### src/rtl/trim_slew_ctrl.sv
// Bandgap enable / trim sequencer: powers the bandgap up, slews trim changes one LSB
// at a time while it runs, and reports when the reference has settled at the requested code.
module trim_slew_ctrl #(
    parameter int                TRIM_W     = 8,
    parameter int                STEP_DIV   = 16,
    parameter int                SETTLE_CYC = 64,
    parameter logic [TRIM_W-1:0] TRIM_RST   = 8'h80
) (
    input  logic              clk,
    input  logic              rst_n,
    input  logic              vddl,
    input  logic              vss,
    input  logic [TRIM_W-1:0] i_target,
    input  logic              i_load,
    input  logic              i_en_req,
    output logic [TRIM_W-1:0] o_trim,
    output logic              o_bg_en,
    output logic              o_busy,
    output logic              o_ready,
    output logic              o_done
);

    localparam int CNT_MAX = (STEP_DIV > SETTLE_CYC) ? STEP_DIV : SETTLE_CYC;
    localparam int CNT_W   = $clog2(CNT_MAX + 1);
    localparam logic [CNT_W-1:0] STEP_LAST   = CNT_W'(STEP_DIV - 1);
    localparam logic [CNT_W-1:0] SETTLE_LAST = CNT_W'(SETTLE_CYC - 1);

    typedef enum logic [2:0] {
        S_OFF,
        S_STARTUP,
        S_RAMP,
        S_SETTLE,
        S_LOCKED
    } state_t;

    state_t            state_q, state_d;
    logic [CNT_W-1:0]  cnt_q, cnt_d;
    logic [TRIM_W-1:0] trim_q, trim_d;
    logic [TRIM_W-1:0] tgt_q, tgt_d;
    logic [TRIM_W-1:0] step_nxt;
    logic              bg_en_q, bg_en_d;
    logic              busy_q, busy_d;
    logic              ready_q, ready_d;
    logic              done_q, done_d;

    // Supply pins exist only for the analog netlist.
    logic unused_pwr;
    assign unused_pwr = vddl ^ vss;

    function automatic logic [TRIM_W-1:0] step_toward(input logic [TRIM_W-1:0] cur,
                                                      input logic [TRIM_W-1:0] tgt);
        if (tgt > cur)      return cur + 1'b1;
        else if (tgt < cur) return cur - 1'b1;
        else                return cur;
    endfunction

    always_ff @(posedge clk or negedge rst_n) begin
        if (!rst_n) begin
            state_q <= S_OFF;
            cnt_q   <= '0;
            trim_q  <= TRIM_RST;
            tgt_q   <= TRIM_RST;
            bg_en_q <= 1'b0;
            busy_q  <= 1'b0;
            ready_q <= 1'b0;
            done_q  <= 1'b0;
        end else begin
            state_q <= state_d;
            cnt_q   <= cnt_d;
            trim_q  <= trim_d;
            tgt_q   <= tgt_d;
            bg_en_q <= bg_en_d;
            busy_q  <= busy_d;
            ready_q <= ready_d;
            done_q  <= done_d;
        end
    end

    // A load always lands in the target; direction uses the freshest target.
    always_comb begin
        state_d  = state_q;
        cnt_d    = cnt_q + 1'b1;
        trim_d   = trim_q;
        tgt_d    = i_load ? i_target : tgt_q;
        step_nxt = step_toward(trim_q, tgt_d);
        case (state_q)
            S_OFF: begin
                cnt_d = '0;
                if (i_load) trim_d = i_target;
                if (i_en_req) begin
                    state_d = S_STARTUP;
                    trim_d  = tgt_d;
                end
            end
            S_STARTUP: begin
                if (cnt_q == SETTLE_LAST)
                    state_d = (tgt_d != trim_q) ? S_RAMP : S_LOCKED;
            end
            S_RAMP: begin
                if (cnt_q == STEP_LAST) begin
                    cnt_d  = '0;
                    trim_d = step_nxt;
                    if (step_nxt == tgt_d) state_d = S_SETTLE;
                end
            end
            S_SETTLE: begin
                if (i_load && (i_target != trim_q)) state_d = S_RAMP;
                else if (cnt_q == SETTLE_LAST)      state_d = S_LOCKED;
            end
            S_LOCKED: begin
                cnt_d = '0;
                if (i_load && (i_target != trim_q)) state_d = S_RAMP;
            end
            default: state_d = S_OFF;
        endcase
        // Disable overrides everything; the trim is frozen unless a load rides along.
        if ((state_q != S_OFF) && !i_en_req) begin
            state_d = S_OFF;
            trim_d  = i_load ? i_target : trim_q;
        end
        if (state_d != state_q) cnt_d = '0;
    end

    always_comb begin
        bg_en_d = (state_d != S_OFF);
        busy_d  = (state_d == S_STARTUP) || (state_d == S_RAMP) || (state_d == S_SETTLE);
        ready_d = (state_d == S_LOCKED);
        done_d  = (state_d == S_LOCKED) && (state_q != S_LOCKED);
    end

    assign o_trim  = trim_q;
    assign o_bg_en = bg_en_q;
    assign o_busy  = busy_q;
    assign o_ready = ready_q;
    assign o_done  = done_q;

endmodule

### config.mk
export PLATFORM = sky130hd
export DESIGN_NAME = trim_slew_ctrl
export DESIGN_NICKNAME = d
export VERILOG_FILES = /design/src/rtl/trim_slew_ctrl.sv
export SDC_FILE = /design/constraint.sdc
export NUM_CORES = 1
export LEC_CHECK = 0
export CORE_MARGIN = 4
export CORE_UTILIZATION = 40
export CTS_CLUSTER_DIAMETER = 200
export CTS_CLUSTER_SIZE = 14
export DETAILED_ROUTE_END_ITERATION = 8
export DONT_BUFFER_PORTS = 1
export GPL_TIMING_DRIVEN = 0
export PLACE_DENSITY = 0.59
export RECOVER_POWER = 100
export SLEW_MARGIN = 20
export SYNTH_ARGS = -nofsm -noshare
export SYNTH_HDL_FRONTEND = slang
export SYNTH_SLANG_ARGS = --single-unit
### constraint.sdc
create_clock -name clk -period 4.4 [get_ports clk]
set_clock_uncertainty 0.1 [all_clocks]
set_input_delay 0.88 -clock clk [delete_from_list [all_inputs] [get_ports clk]]
set_output_delay 0.88 -clock clk [all_outputs]
set_load 0.01 [all_outputs]
======== Yosys cells after proc, flatten, opt, wreduce, memory -nomap -nowiden ========
Cells that the tools add are included.
storage, ports and cells
  flip-flop bits (word level) ............. 30
  memories ................................ 0
  output and inout bits ................... 12
  latch bits .............................. 0
  RAM bits ................................ 0
  bits in read-only memories .............. 0
  bits of input ports ..................... 14
  logic and storage cells ................. 62
cells by class
  muxes and demuxes ....................... 21
  bitwise operators ....................... 0
  $mul .................................... 0
  reduce and logical (&&, ||, !) cells .... 12
  equal/unequal tests ..................... 16
  shift operators ......................... 0
  magnitude comparators ................... 2
  add/sub/neg operators ................... 3
  div/mod/pow operators ................... 0
operators with widths
  kind                                                                   number
  8-bit 2-to-1 mux                                                       7
  3-bit 2-to-1 mux                                                       9
  8-bit != test                                                          2
  8-bit case mux with 2 select lines                                     1
  3-bit case mux with 5 select lines                                     1
  7-bit 2-to-1 mux                                                       2
  7-bit case mux with 2 select lines                                     1
  3-bit by 2-bit equality test with 1-bit output, second input constant  4
  3-bit nonzero test                                                     3
  8-bit by 1-bit adder with 8-bit output, second input constant          1
  8-bit equality test                                                    1
  8-bit > comparator                                                     1
  8-bit < comparator                                                     1
  8-bit by 1-bit subtractor with 8-bit output, second input constant     1
  7-bit by 1-bit adder with 7-bit output, second input constant          1
  7-bit by 4-bit equality test with 1-bit output, second input constant  1
  7-bit by 6-bit equality test with 1-bit output, second input constant  1
  3-bit by 1-bit equality test with 1-bit output, second input constant  2
  3-bit equality test, second input constant                             2
  3-bit != test, second input constant                                   2
  1-bit logical AND                                                      3
  3-bit zero test                                                        1
  3-bit != test                                                          1
  1-bit logical OR                                                       2
  other kinds (3)                                                        3

======== Depth between registers and ports, before layout ========
  depth after elaboration ................. 12
  gate-level depth with buffers ........... 16

======== Worst setup path after synthesis ========
No wires, ideal clock.
  path kind ............................... input port to flip-flop
  start ................................... in i_load
  end ..................................... reg bg_en_q (netlist: o_bg_en)
  data required time ...................... 4219 ps
  path slack .............................. 613 ps
  stages .................................. 14
  buffers on the path ..................... 3
  arrival time ............................ 3606 ps
  cell sequence ........................... clkbuf_1 buf_2 o21ai_0 ha_1 a21oi_1 o21a_1 and4_1 o31a_1 o22ai_1 nor4b_2 nand4_1 o21a_1 buf_6 o211ai_2
between the ends
  word-level cells in the longest chain between the ends .. 10
ends and longest elaborated chain
  what                                  RTL line  text
  start: declaration                    14        input logic i_load,
  8-bit 2-to-1 mux *                    84        tgt_d = i_load ? i_target : tgt_q;
  net tgt_d[7]                          39        logic [TRIM_W-1:0] tgt_q, tgt_d;
  8-bit < comparator                    53        else if (tgt < cur) return cur - 1'b1;
  8-bit 2-to-1 mux                      53
  8-bit 2-to-1 mux                      52        if (tgt > cur) return cur + 1'b1;
  8-bit equality test                   103       if (step_nxt == tgt_d) state_d = S_SETTLE;
  3-bit 2-to-1 mux                      103
  3-bit 2-to-1 mux                      100       if (cnt_q == STEP_LAST) begin
  3-bit case mux with 5 select lines *  86        case (state_q)
  3-bit 2-to-1 mux *                    117       if ((state_q != S_OFF) && !i_en_req) begin
  3-bit nonzero test *                  125       bg_en_d = (state_d != S_OFF);
  net bg_en_d                           41        logic bg_en_q, bg_en_d;
  end signal: assignment                72        bg_en_q <= bg_en_d;
  end: declaration                      41
Mark *: on every way through the listed nets, which the timed path passes. The rest lies on a longest branch.
A chain may end at the register's enable or synchronous reset.

======== Worst setup path after layout ========
Same ends and word-level chain as after synthesis.

==> impl_metrics.env <==
export IMPL_synth_distinct_cells=59
export IMPL_cp_end_kind="flop"
export IMPL_layout_drive_gt1_share=0.09627
export IMPL_nNetsFinal=346
export IMPL_start_kind="input pin"
export IMPL_power_density_nw_per_um2=389.6
export IMPL_holdBufCountCts=0
export IMPL_hold_viol=0
export IMPL_slowest_stage="o21ai_0"
export IMPL_rows=29
export IMPL_place_port_buffers=0
export IMPL_initialDrtViolationCount=169
export IMPL_syn2layout_area_growth_pct=8.040
export IMPL_ys_ff_latch=30
export IMPL_finalPower_w=0.001094
export IMPL_status="finished clean"
export IMPL_path_delay_family="compound AO/OA/AOI/OAI gates"
export IMPL_first_pass_iters=4
export IMPL_clock_sinks=30
export IMPL_clockBufferDepth=2
export IMPL_drc_errors=0
export IMPL_antenna_found_initial=0
export IMPL_cts_root_buf="clkbuf_8"
export IMPL_max_stage_delay_ps=550
export IMPL_grt_ovfl_total=0
export IMPL_grt_pass1_wl_um=11390
export IMPL_crit_chain="clkbuf_1 > buf_2 > o21ai_0 > ha_1 > nand4_4 > or2_0 > buf_6 > nand2_1 > a2111oi_2 > a31oi_1 > xnor3_1 > o2111ai_1 > o21a_1 > buf_6 > o211ai_2"
export IMPL_cts_tree="built"
export IMPL_max_vdd_ir_drop_mv=0.2723
export IMPL_worstPathMaxFanout=10
export IMPL_syn_inst=314
export IMPL_worst_path_buf_inv=4
export IMPL_worstPathArrival_ps=4250
export IMPL_path_clk_slew_ps=70
export IMPL_reg2reg_to="o_bg_en$_DFF_PN0_"
export IMPL_critical_path_class="in -> reg"
export IMPL_grt_max_degree=31
export IMPL_wl_per_cell_um=17.00
export IMPL_design_core_area_um2=6314
export IMPL_grt_total_usage=0.1849
export IMPL_fin_crit_sh=0.9432
export IMPL_relSlewSlack=0.2338
export IMPL_use_met3=0.04376
export IMPL_hold_slack_ps=187.9
export IMPL_async_flop_share=1.000
export IMPL_yosys_top_cells_area="dfrtp_1, xnor2_1, ha_1, o21ai_0, nand2_1"
export IMPL_crit_start="i_load"
export IMPL_tightest_slew_ps=1141
export IMPL_finalSetupViolCount=0
export IMPL_clock_latency_ps=280
export IMPL_synthFlopType="dfrtp_1"
export IMPL_cp_required_ps=4500
export IMPL_synth_seq_area_share=0.2898
export IMPL_placed_cell_area_um2=2695
export IMPL_synth_warnings=0
export IMPL_synth_edf_count=0
export IMPL_grt_pass1_vias=2217
export IMPL_syn_avg_cell_area_um2=8.276
export IMPL_ant_nets=0
export IMPL_syn_num_nets=339
export IMPL_reg2reg_slack_ps=840
export IMPL_via_count=2350
export IMPL_die_area_um2=7851
export IMPL_busiest_layer="met2"
export IMPL_met2_usage=0.2896
export IMPL_grt_util_met1=0.2575
export IMPL_die_x_um=88.61
export IMPL_die_y_um=88.61
export IMPL_n_antenna_cell=0
export IMPL_cts_buffers=5
export IMPL_drv_cap=0
export IMPL_fin_area_um2=2808
export IMPL_synth_top_area_share=0.2696
export IMPL_yosysTopAreaCell="dfrtp_1"
export IMPL_drv_slew=0
export IMPL_rr_worst_depth=14
export IMPL_syn_cell_area_um2=2599
export IMPL_cts_resized=0
export IMPL_hold_path_class="in -> async"
export IMPL_fin_crit_ps=4150
export IMPL_post_cts_buffers=0
export IMPL_r2r_start="o_trim[6]$_DFFE_PN0P_"
export IMPL_gp_congestion=0.8097
export IMPL_max_freq_mhz=241.0
export IMPL_fin_setup_tns_ps=0
export IMPL_p_leak_nw=1.205
export IMPL_h_tree_depth=2
export IMPL_avgViaCountPerCell=5.890
export IMPL_routed_wirelength_um=6782
export IMPL_cpMostUsedCell="buf_6"
export IMPL_initial_utilization=0.4116
export IMPL_num_io_pins=26
export IMPL_dp_hpwl_um=5102
export IMPL_rsz0062_at_grt="no"
-- routing by layer --
layer	wire [µm]	vias to the layer above	share of wire
li1	-	1155	-
met2	3006	80	0.44
met3	476	6	0.070
met4	72	0	0.011
met5	0	-	0
met1	3227	1109	0.48
-- flip-flops by register name, indices dropped and copies added (netlist names) --
register and flops:
cnt_q 7, o_ready 1, o_trim 8, o_bg_en 1
state_q 3, tgt_q 8, o_done 1, o_busy 1
-- layout by cell type, fill, tap and decap left out, types with 4 or more instances in the layout --
| master | netlist | layout |
|---|---|---|
| nor2_1 | 21 | 20 |
| o21a_1 | 6 | 5 |
| mux2i_1 | 10 | 10 |
| xnor2_1 | 21 | 21 |
| o21ai_0 | 22 | 20 |
| buf_2 | 4 | 4 |
| dfrtp_1 | 28 | 28 |
| nand2b_1 | 4 | 4 |
| and3_1 | 6 | 6 |
| inv_1 | 26 | 26 |
| nand3_1 | 6 | 6 |
| nand2_1 | 27 | 27 |
| a21oi_1 | 18 | 18 |
| clkbuf_8 | 0 | 5 |
| a22oi_1 | 9 | 9 |
| ha_1 | 11 | 11 |
| o21ai_1 | 2 | 4 |
| nor3_1 | 8 | 8 |
| clkbuf_1 | 8 | 8 |
| nand4_1 | 6 | 6 |
| o22ai_1 | 11 | 12 |
-- synth_stat cells (2+ instances only) --
library cell,instances
nand2b_1,4
a22oi_1,9
a21oi_1,18
nor3b_1,2
o22ai_2,2
buf_2,4
a21oi_2,2
dfrtp_1,28
xnor3_1,2
and4_1,2
or3_1,3
o21ai_0,22
nand2_1,27
and2_1,2
nand3b_1,2
a21o_1,2
inv_1,26
buf_6,2
dfstp_2,2
clkbuf_1,8
o21ai_1,2
o211ai_1,3
and3_1,6
ha_1,11
nand4_1,6
nor3_1,8
xor2_1,2
o21a_1,6
nand3_1,6
o22ai_1,11
xnor2_1,21
nor4_1,3
a31oi_1,3
nor2_1,21
nor2b_1,2
o2111ai_1,2
mux2i_1,10
-- how the worst max path moves through the flow --
stage | endpoint | cells past startpoint
final | o_bg_en$_DFF_PN0_ | 15
after global placement | o_bg_en$_DFF_PN0_ | 14
after global routing | o_bg_en$_DFF_PN0_ | 14
after CTS | o_bg_en$_DFF_PN0_ | 14
after detailed placement | o_bg_en$_DFF_PN0_ | 14
after floorplan | o_bg_en$_DFF_PN0_ | 14
-- area by class of cell --
type                            instances  area [µm²]
Inverter                               27       101.3
Clock inverter                          3       40.04
Fill cell                             623        3506
Multi-Input combinational cell        242        1672
Buffer                                 15       76.32
Tap cell                               77       96.34
Sequential cell                        30       753.2
Clock buffer                            5       68.82
-- cells by family after synthesis --
kind of cell	after synthesis	synth area share
AND/OR/NAND/NOR	101	0.2099
AO/OA/AOI/OAI	95	0.2455
buffers and inverters	42	0.06836
flip-flops	30	0.2898
XOR/XNOR	25	0.09485
adder cells (fa/ha/maj)	11	0.05296
multiplexers	10	0.03852
-- through the flow --
stage               instances  worst slack [ps]  utilization
finish                    399             250.0       0.4447
floorplan                 314             612.7            -
global placement          391            -23.44       0.4269
CTS                       399             187.1       0.4441
detailed placement        391            -100.8       0.4269
global route              399             30.91       0.4447
-- where the power goes --
part	total [W]	switching, W	internal, W
Combinational	0.000463	0.000276	0.000187
Sequential	0.000354	0.0000471	0.000307
Clock	0.000276	0.000110	0.000167
Total	0.00109	0.000433	0.000661
No activity file was read; power rests on OpenSTA's default activity.
